[src/rtl/branch_resolution_unit_pkg.sv]
// Shared opcode / funct3 constants for control-flow resolution, plus the
// predictor PHT index width default.
//   PHT_IDX_WIDTH_DEF : gshare PHT index width shared with the predictor
//   OPC_BRANCH/JAL/JALR : RV32I major opcodes for control instructions
//   branch_f3_e        : funct3 encodings of the conditional branches
//   is_ctrl_op()       : true for opcodes that update the predictor
package branch_resolution_unit_pkg;

  localparam int PHT_IDX_WIDTH_DEF = 5;

  localparam logic [6:0] OPC_BRANCH = 7'b1100011;
  localparam logic [6:0] OPC_JAL    = 7'b1101111;
  localparam logic [6:0] OPC_JALR   = 7'b1100111;

  typedef enum logic [2:0] {
    F3_BEQ  = 3'b000,
    F3_BNE  = 3'b001,
    F3_BLT  = 3'b100,
    F3_BGE  = 3'b101,
    F3_BLTU = 3'b110,
    F3_BGEU = 3'b111
  } branch_f3_e;

  function automatic logic is_ctrl_op(input logic [6:0] op);
    return (op == OPC_BRANCH) || (op == OPC_JAL) || (op == OPC_JALR);
  endfunction

endpackage

[src/rtl/branch_resolution_unit_comparator.sv]
// Combinational branch condition evaluator.
//   funct3 : branch kind (BEQ/BNE/BLT/BGE/BLTU/BGEU)
//   rs1/rs2: forwarded operands
//   taken  : condition holds; reserved funct3 values report not taken
module branch_comparator
  import branch_resolution_unit_pkg::*;
(
  input  logic [2:0]  funct3,
  input  logic [31:0] rs1,
  input  logic [31:0] rs2,
  output logic        taken
);

  always_comb begin
    taken = 1'b0;
    case (funct3)
      F3_BEQ:  taken = (rs1 == rs2);
      F3_BNE:  taken = (rs1 != rs2);
      F3_BLT:  taken = ($signed(rs1) <  $signed(rs2));
      F3_BGE:  taken = ($signed(rs1) >= $signed(rs2));
      F3_BLTU: taken = (rs1 <  rs2);
      F3_BGEU: taken = (rs1 >= rs2);
      default: taken = 1'b0;
    endcase
  end

endmodule

[src/rtl/branch_resolution_unit.sv]
// Branch resolution unit: carries IF prediction metadata through IF/ID and
// ID/EX, resolves the EX instruction, raises flush/redirect on mispredict,
// emits the predictor update bundle and keeps saturating perf counters.
//   clk, reset            : clock, synchronous active-high reset
//   if_*                  : IF-stage valid, pc, predicted next pc, PHT index
//   stall                 : hold IF/ID, bubble into ID/EX
//   ex_*                  : EX-stage decode fields and forwarded operands
//   upd_*                 : predictor update bundle
//   flush, redirect_pc    : mispredict kill + correct next pc
//   cnt_ctrl, cnt_mispred : resolved control / mispredict counts
// upd_valid is a one-cycle pulse with no ready: each control instruction in
// EX is presented exactly once and the predictor must accept it that cycle.
module branch_resolution_unit
  import branch_resolution_unit_pkg::*;
#(
  parameter int PHT_IDX_WIDTH = PHT_IDX_WIDTH_DEF,
  parameter int CNT_WIDTH     = 32
) (
  input  logic                     clk,
  input  logic                     reset,
  input  logic                     if_valid,
  input  logic [31:0]              if_pc,
  input  logic [31:0]              if_pred_next_pc,
  input  logic [PHT_IDX_WIDTH-1:0] if_pht_idx,
  input  logic                     stall,
  input  logic [6:0]               ex_opcode,
  input  logic [2:0]               ex_funct3,
  input  logic [31:0]              ex_rs1,
  input  logic [31:0]              ex_rs2,
  input  logic [31:0]              ex_imm,
  output logic                     upd_valid,
  output logic [6:0]               upd_opcode,
  output logic [31:0]              upd_pc,
  output logic [PHT_IDX_WIDTH-1:0] upd_pht_idx,
  output logic [31:0]              upd_pred_target,
  output logic [31:0]              upd_actual_target,
  output logic                     upd_taken,
  output logic                     flush,
  output logic [31:0]              redirect_pc,
  output logic [CNT_WIDTH-1:0]     cnt_ctrl,
  output logic [CNT_WIDTH-1:0]     cnt_mispred
);

  localparam logic [CNT_WIDTH-1:0] CNT_MAX = '1;
  localparam logic [CNT_WIDTH-1:0] CNT_ONE = {{(CNT_WIDTH-1){1'b0}}, 1'b1};

  logic                     ifid_valid, idex_valid;
  logic [31:0]              ifid_pc, idex_pc;
  logic [31:0]              ifid_pred, idex_pred;
  logic [PHT_IDX_WIDTH-1:0] ifid_idx, idex_idx;

  // Pipeline metadata. Flush wins over stall; ID/EX data simply follows
  // IF/ID because its valid bit alone decides whether EX acts on it.
  always_ff @(posedge clk) begin
    if (reset) begin
      ifid_valid <= 1'b0;
      ifid_pc    <= '0;
      ifid_pred  <= '0;
      ifid_idx   <= '0;
      idex_valid <= 1'b0;
      idex_pc    <= '0;
      idex_pred  <= '0;
      idex_idx   <= '0;
    end else begin
      if (flush) begin
        ifid_valid <= 1'b0;
      end else if (!stall) begin
        ifid_valid <= if_valid;
      end
      if (flush || !stall) begin
        ifid_pc   <= if_pc;
        ifid_pred <= if_pred_next_pc;
        ifid_idx  <= if_pht_idx;
      end
      idex_valid <= ifid_valid && !stall && !flush;
      idex_pc    <= ifid_pc;
      idex_pred  <= ifid_pred;
      idex_idx   <= ifid_idx;
    end
  end

  logic        is_branch, is_jal, is_jalr, cmp_taken, taken;
  logic [31:0] pc_seq, jalr_sum, target, actual_next;

  branch_comparator u_cmp (
    .funct3 (ex_funct3),
    .rs1    (ex_rs1),
    .rs2    (ex_rs2),
    .taken  (cmp_taken)
  );

  always_comb begin
    is_branch   = (ex_opcode == OPC_BRANCH);
    is_jal      = (ex_opcode == OPC_JAL);
    is_jalr     = (ex_opcode == OPC_JALR);
    pc_seq      = idex_pc + 32'd4;
    jalr_sum    = ex_rs1 + ex_imm;
    target      = is_jalr ? {jalr_sum[31:1], 1'b0} : (idex_pc + ex_imm);
    // Non-control opcodes fall through as not taken.
    taken       = is_branch ? cmp_taken : (is_jal || is_jalr);
    actual_next = taken ? target : pc_seq;
    flush       = idex_valid && (actual_next != idex_pred);
    if (flush) begin
      redirect_pc = actual_next;
    end else if (idex_valid) begin
      redirect_pc = pc_seq;
    end else begin
      redirect_pc = '0;
    end
    upd_valid         = idex_valid && is_ctrl_op(ex_opcode);
    upd_opcode        = ex_opcode;
    upd_pc            = idex_pc;
    upd_pht_idx       = idex_idx;
    upd_pred_target   = idex_pred;
    upd_actual_target = target;
    upd_taken         = taken;
  end

  // Counters register this cycle's resolution, so a reset in the same
  // cycle drops the increment.
  always_ff @(posedge clk) begin
    if (reset) begin
      cnt_ctrl    <= '0;
      cnt_mispred <= '0;
    end else begin
      if (upd_valid && (cnt_ctrl != CNT_MAX)) begin
        cnt_ctrl <= cnt_ctrl + CNT_ONE;
      end
      if (upd_valid && flush && (cnt_mispred != CNT_MAX)) begin
        cnt_mispred <= cnt_mispred + CNT_ONE;
      end
    end
  end

endmodule

[config.mk]
export PLATFORM = sky130hd
export DESIGN_NAME = branch_resolution_unit
export DESIGN_NICKNAME = d
export VERILOG_FILES = /design/src/rtl/branch_resolution_unit_pkg.sv /design/src/rtl/branch_resolution_unit_comparator.sv /design/src/rtl/branch_resolution_unit.sv
export SDC_FILE = /design/constraint.sdc
export NUM_CORES = 1
export LEC_CHECK = 0
export CORE_MARGIN = 3
export CORE_UTILIZATION = 50
export CTS_CLUSTER_DIAMETER = 120
export DETAILED_ROUTE_END_ITERATION = 12
export PLACE_DENSITY = 0.88
export SLEW_MARGIN = 0
export SYNTH_ARGS = -nofsm -noshare
export SYNTH_HDL_FRONTEND = slang
export SYNTH_SLANG_ARGS = --single-unit
[constraint.sdc]
create_clock -name clk -period 8.68 [get_ports clk]
set_input_delay 1.736 -clock clk [delete_from_list [all_inputs] [get_ports clk]]
set_output_delay 1.736 -clock clk [all_outputs]
set_load 0.05 [all_outputs]
==> out/metrics.cfg, run 1 <==
[run_status]
status = complete, no violations

[yosys]
synth_xor_area_share_pct = 8.63
syn-num-nets = 1978
synth_compound_area_share_pct = 16.3
synth_cell_types = 74
synth_edf_count = 0
synthFlopType = dfxtp_1
ys_ff_latch = 204
syn_area_mm2 = 0.0140
yosysSeqAreaShare_pct = 29.2
synth-adder-area-share_pct = 8.86
avgSynthCellArea_um2 = 8.23
ys_warn_count = 0
synthMuxAreaShare_pct = 8.20
synth_top_family_by_area = simple AND/OR/NAND/NOR gates
async_flop_share_pct = 0
yosys.area_share.simple_pct = 24.1
netlist_instances = 1701

[finish]
fill_cells = 2022
num-nets-final = 2364
final_util_pct = 72.1
regArea_mm2 = 0.00408
multiInputGateArea_mm2 = 0.00943
area_delta_synth_final_pct = 40.3
drive_gt1_share_pct = 11.6

[setup_path]
path_cells = clkdlybuf4s50_1 -> inv_1 -> ha_1 -> nand4_1 -> nor4_4 -> buf_4 -> o31ai_2 -> a221oi_1 -> o21a_2 -> buf_12 -> mux2i_1 -> xor2_1 -> o21ai_0 -> a2111oi_2 -> nand4_1 -> or4_1 -> buf_4 -> buf_4 -> a21oi_1 -> nor3_2 -> buf_12
crit_fanout = 34
critPathLaunchType = input port
critPathSlowestCell = or4_1
slowest_delay_ns = 0.48
crit_family = buffers and inverters
critPathKind = input port to output port
arrival_ns = 6.67
crit_required_ns = 6.94
endpoint_kind = output port
cp.buffers_inverters = 7
cpMostUsedCell = buf_4

[floorplanning]
die-area_mm2 = 0.0301
fp.dieH_um = 173
design.core.area_mm2 = 0.0273
start_util_pct = 51.4
num_io_pins = 386
rows = 60
die_w_um = 173

[power_and_ir_drop]
power.share.clock_pct = 33.9
p_comb_share_pct = 30.9
power.net_switching_mw = 0.940
p_int_mw = 1.91
ir_worst_vdd_mv = 0.151
p_seq_share_pct = 35.3
power.density_mw_per_mm2 = 145
leakage_nw = 7.84
switching_share_pct = 33.0

[sta]
finClkSkew_ns = 0.0233
slew_headroom_pct = 19.8
setup_violations = 0
worst_pin_slew_ns = 1.20
maxSlewViolCount = 0
rsz0062_at_grt = false
min_period_over_period_pct = 96.9
timing.hold.ws_ns = 0.458
fmax_mhz = 119
layout_min_cycle_time_ns = 8.41
hold_violations = 0

[drt]
drt_iter0_drc = 1048
totalWireLength_um = 54100
vias = 14600
drcViolationCount = 0
first_pass_iters = 6
vias_per_cell = 5.88
drtAntennaViolNets = 0
wl_per_cell_um = 21.9

[global_routing]
grt_util_all_layers_pct = 34.5
antenna_found_initial = 1
grt_pass1_wl_um = 83600
grt_max_degree = 116
gr-total-overflow = 0
grt_pass1_vias = 14500

[cts]
cts_tree = yes
clock_sinks = 204
cts.path.max_buffers = 3
htree_levels = 1
numCtsBuffers = 22
clk_pin_slew_ns = 0.07
cts_hold_buffers = 0
cts_root_buf = clkbuf_16
clk_latency_ns = 0.52

[job]
max_cap_violations = 0

[place]
place_congestion = 0.968
io_buffer_count = 385
hpwl_um = 42600

[hold_path]
min_path_type = flop to flop

[sequential cells by signal, summed over array words and instances, names as in the netlist]
register         count
cnt_ctrl            32
cnt_mispred         32
idex_valid           1
ifid_idx             5
ifid_pc             32
ifid_pred           32
ifid_valid           1
upd_pc              32
upd_pht_idx          5
upd_pred_target     32
[cell families (layout without fill, tap and decap cells)]
kind of cell               count (synthesis)  after routing
buffers and inverters                    161            562
other                                      0              1
adders and majority gates                 98             98
AOI/OAI and AO/OA                        361            361
muxes                                    105            105
and+or+nand+nor                          634            634
DFF                                      204            204
xor gates and xnor gates                 138            138
[through the flow]
step	instances	worst slack, ns	area, µm²	total power [mW]	TNS (ns)
floorplan	1701	0.157	14100	1.53	0
global placement	2434	-0.0341	18800	1.87	-0.167
detailed placement	2434	-0.0776	18800	1.88	-0.562
CTS	2473	0.0205	19600	2.84	0
global route	2475	0.0208	19700	2.96	0
finish	2475	0.273	19700	2.85	0
[final timing paths]
kind,startpoint,endpoint,slack (ns),cells past startpoint
setup / recovery,ex_rs2[19],redirect_pc[14],0.27,21
hold / removal,ifid_pred[9],upd_pred_target[9],0.46,1
setup reg to reg,upd_pc[0],ifid_pc[15],2.73,22
hold reg to reg,ifid_pred[9],upd_pred_target[9],0.46,1
[power by group through the flow]
stage / clock (mW) / sequential [mW] / combinational (mW)
final: 0.966 / 1.01 / 0.880
after global routing: 1.01 / 1.01 / 0.935
after CTS: 0.972 / 1.00 / 0.862
after detailed placement: 0 / 1.02 / 0.854
after global placement: 0 / 1.02 / 0.843
after floorplan: 0 / 1.05 / 0.480
[layout make-up]
cell class / instances / area share [%]
sequential: 204 / 20.8
clock buffer: 29 / 3.19
multi-input combinational: 1336 / 48.0
inverter: 76 / 1.45
tap: 372 / 2.37
antenna: 1 / 0.0127
timing repair buffer: 447 / 23.5
clock inverter: 10 / 0.675
[placed cells by master (no fill, tap or decap), drive strengths merged, types with 27 or more instances in the layout]
cell             n
inv             76
ha              96
clkbuf          29
xnor2           63
mux2            75
nor2b          149
mux2i           30
a21oi          145
clkdlybuf4s50  351
nand3           56
nand4           38
nor3            56
xor2            75
dfxtp          204
buf             96
nor2           107
o21ai           66
nand2          113
o31ai           27
[Yosys cell counts (56+ instances only)]
cell      count  area, µm²
nor2_1      107        402
nand2_1     113        424
a21oi_1     145        726
mux2_2       65        732
xor2_1       75        657
clkbuf_1     58        218
inv_1        75        282
dfxtp_1     204       4080
nor3_1       56        280
nor2b_1     149        932
nand3_1      56        280
o21ai_0      61        305
xnor2_1      63        552
ha_1         96       1200
[layer usage]
layer / GRT usage, % / vias up / share of wire (%) / wire (µm)
li1: - / 6839 / - / -
met1: 44.0 / 6935 / 41 / 22400
met2: 58.4 / 661 / 47 / 25200
met3: 6.20 / 129 / 7.8 / 4240
met4: 12.4 / 0 / 4.3 / 2310
met5: 0 / - / 0 / 0
[repair_timing]
item,CTS,global route
gates resized for setup,1,12
buffers inserted,0,1
pin swaps,0,5
endpoints found under the setup margin,13,33
Power figures use the tool's default switching activity.
==> inputs of run 2 (changes only) <==
--- a/config.mk
+++ b/config.mk
@@ -5,11 +5,11 @@
 export SDC_FILE = /design/constraint.sdc
 export NUM_CORES = 1
 export LEC_CHECK = 0
-export CORE_MARGIN = 3
-export CORE_UTILIZATION = 50
+export CAP_MARGIN = 20
+export CORE_UTILIZATION = 35
 export CTS_CLUSTER_DIAMETER = 120
 export DETAILED_ROUTE_END_ITERATION = 12
-export PLACE_DENSITY = 0.88
+export PLACE_DENSITY = 0.66
 export SLEW_MARGIN = 0
 export SYNTH_ARGS = -nofsm -noshare
 export SYNTH_HDL_FRONTEND = slang
==> out/metrics.cfg, run 2 (same netlist as run 1, synthesis figures left out) <==
[floorplanning]
start_util_pct = 35.8  ; -16 points
die_w_um = 202  ; +17%
num_io_pins = 386  ; unchanged
rows = 72  ; +20%
design.core.area_mm2 = 0.0391  ; +43%
die-area_mm2 = 0.0408  ; +36%
fp.dieH_um = 202  ; +17%

[drt]
drcViolationCount = 0  ; unchanged
drtAntennaViolNets = 0  ; unchanged
drt_iter0_drc = 779  ; -26%
wl_per_cell_um = 20.2  ; -7.4%
vias = 14000  ; -3.6%
totalWireLength_um = 53100  ; -2.0%
vias_per_cell = 5.36  ; -9.0%
first_pass_iters = 5  ; -1

[sta]
rsz0062_at_grt = false
hold_violations = 0  ; unchanged
timing.hold.ws_ns = 0.452  ; -0.00578 ns
setup_violations = 0  ; unchanged
finClkSkew_ns = 0.0205  ; -0.00279 ns
layout_min_cycle_time_ns = 8.44  ; +0.0287 ns
fmax_mhz = 119  ; -0.34%
worst_pin_slew_ns = 0.951  ; -0.251 ns
min_period_over_period_pct = 97.2  ; +0.33 points
slew_headroom_pct = 36.1  ; +16 points
maxSlewViolCount = 0  ; unchanged

[place]
hpwl_um = 42700  ; +0.25%
place_congestion = 0.950  ; -1.9%
io_buffer_count = 385  ; unchanged
placedCellCount = 2576  ; +5.8%
placed_area_mm2 = 0.0190  ; +0.92%

[job]
max_cap_violations = 0  ; unchanged

[global_routing]
gr-total-overflow = 0  ; unchanged
grt_util_all_layers_pct = 24.8  ; -9.7 points
antenna_found_initial = 1  ; unchanged
grt_pass1_wl_um = 78900  ; -5.6%
grt_pass1_vias = 13300  ; -8.0%
grt_max_degree = 112  ; -3.4%

[cts]
numCtsBuffers = 23  ; +4.5%
cts.path.max_buffers = 3  ; unchanged
htree_levels = 1  ; unchanged
cts_hold_buffers = 0  ; unchanged
clk_pin_slew_ns = 0.06  ; about the same
cts_root_buf = clkbuf_16
cts_tree = yes
clk_latency_ns = 0.52  ; about the same
clock_sinks = 204  ; unchanged

[setup_path]
endpoint_kind = output port
crit_required_ns = 6.94  ; about the same
arrival_ns = 6.70  ; +0.03 ns
crit_fanout = 18  ; -47%
critPathLaunchType = input port
critPathKind = input port to output port

[finish]
regArea_mm2 = 0.00408  ; unchanged
fin_cells = 2620  ; +5.9%
num-nets-final = 2363  ; -0.042%
layout_commonest_cell = clkdlybuf4s50_1
multiInputGateArea_mm2 = 0.00942  ; -0.15%
fill_cells = 3693  ; +83%
drive_gt1_share_pct = 11.4  ; -0.19 points
final_util_pct = 50.7  ; -21 points
n_antenna_cell = 0  ; -1
area_delta_synth_final_pct = 41.6
stdcell_area_mm2 = 0.0198  ; +0.94%
mostFrequentLayoutCells = clkdlybuf4s50_1 (351), dfxtp_1 (204), nor2b_1 (149)

[run_status]
status = complete, no violations

[hold_path]
min_path_type = flop to flop

[power_and_ir_drop]
switching_share_pct = 33.0  ; +0.058 points
p_int_mw = 1.90  ; -0.34%
power.density_mw_per_mm2 = 143  ; -1.2%
ir_worst_vdd_mv = 0.149  ; -1.4%
power.share.clock_pct = 34.2  ; +0.3 points
p_comb_share_pct = 30.5  ; -0.4 points
p_total_mw = 2.84  ; -0.25%
leakage_nw = 7.84  ; about the same
power.net_switching_mw = 0.939  ; about the same
p_seq_share_pct = 35.3  ; about the same

==> run 2: cell types whose count changed in the layout (fill, tap and decap cells not counted), moves of 2 or more <==
cell       before  now
a2111oi_2       2    0
inv_8           0    2
clkbuf_1        2    6
a21oi_1       145  143
a21oi_2         0    2
buf_4          64   59
clkinv_8        2    0
clkbuf_8        5    2
buf_16          0    2
==> run 2: final cells by class <==
class,instances,share of cell area [%]
Sequential cell,204,20.6
Clock buffer,31,3.15
Timing Repair Buffer,445,23.5
Multi-Input combinational cell,1336,47.5
Inverter,76,1.44
Tap cell,518,3.27
Clock inverter,10,0.618
==> run 2: through the flow <==
step	worst slack, ns	TNS (ns)
CTS	0.0162	0
detailed placement	-0.0701	-0.200
global placement	-0.0232	-0.0670
global route	0.00136	0
floorplan	0.157	0
finish	0.244	0
==> run 2: timing repair <==
action,in CTS,in global routing
hold endpoints to repair,0,0
resized for setup,1,10
endpoints found under the setup margin,12,32
buffers inserted,0,1
pin swaps,0,7
==> run 2: path summary, 6_finish.rpt <==
path                               startpoint  cells past startpoint  slack [ns]             endpoint
worst min-delay path            ifid_pred[20]                      1        0.45  upd_pred_target[20]
worst min register to register  ifid_pred[20]                      1        0.45  upd_pred_target[20]
worst max-delay path               ex_rs1[19]                     21        0.24      redirect_pc[15]
worst max register to register      upd_pc[0]                     22        3.32           ifid_pc[9]
==> run 2: power groups by stage <==
stage,clock (mW),combinational [mW],sequential [mW]
CTS,0.994,0.858,1.00
finish,0.971,0.868,1.00
floorplan,0,0.480,1.05
global route,1.03,0.925,1.01
global placement,0,0.846,1.02
detailed placement,0,0.853,1.02
==> run 2: metal layers <==
layer	GRT usage, %	part of all wire (%)
met5	0	0.021
met2	40.8	45
met4	6.98	2.9
met3	3.93	5.9
met1	33.3	46
==> run 2: worst max-delay path: stages <==
cell and delay, ns:
clkdlybuf4s50_1 0.47, ha_1 0.35, nand4_1 0.21, nor4_4 0.40, a21boi_1 0.16, o31a_1 0.30
and3_1 0.17, o21a_2 0.24, inv_2 0.12, buf_4 0.18, mux2i_2 0.29, xor2_1 0.18
nand4_1 0.13, nor4_2 0.33, nand4_1 0.15, or4_1 0.53, buf_4 0.24, a21oi_1 0.17
buf_4 0.13, nor3_2 0.04, buf_12 0.15
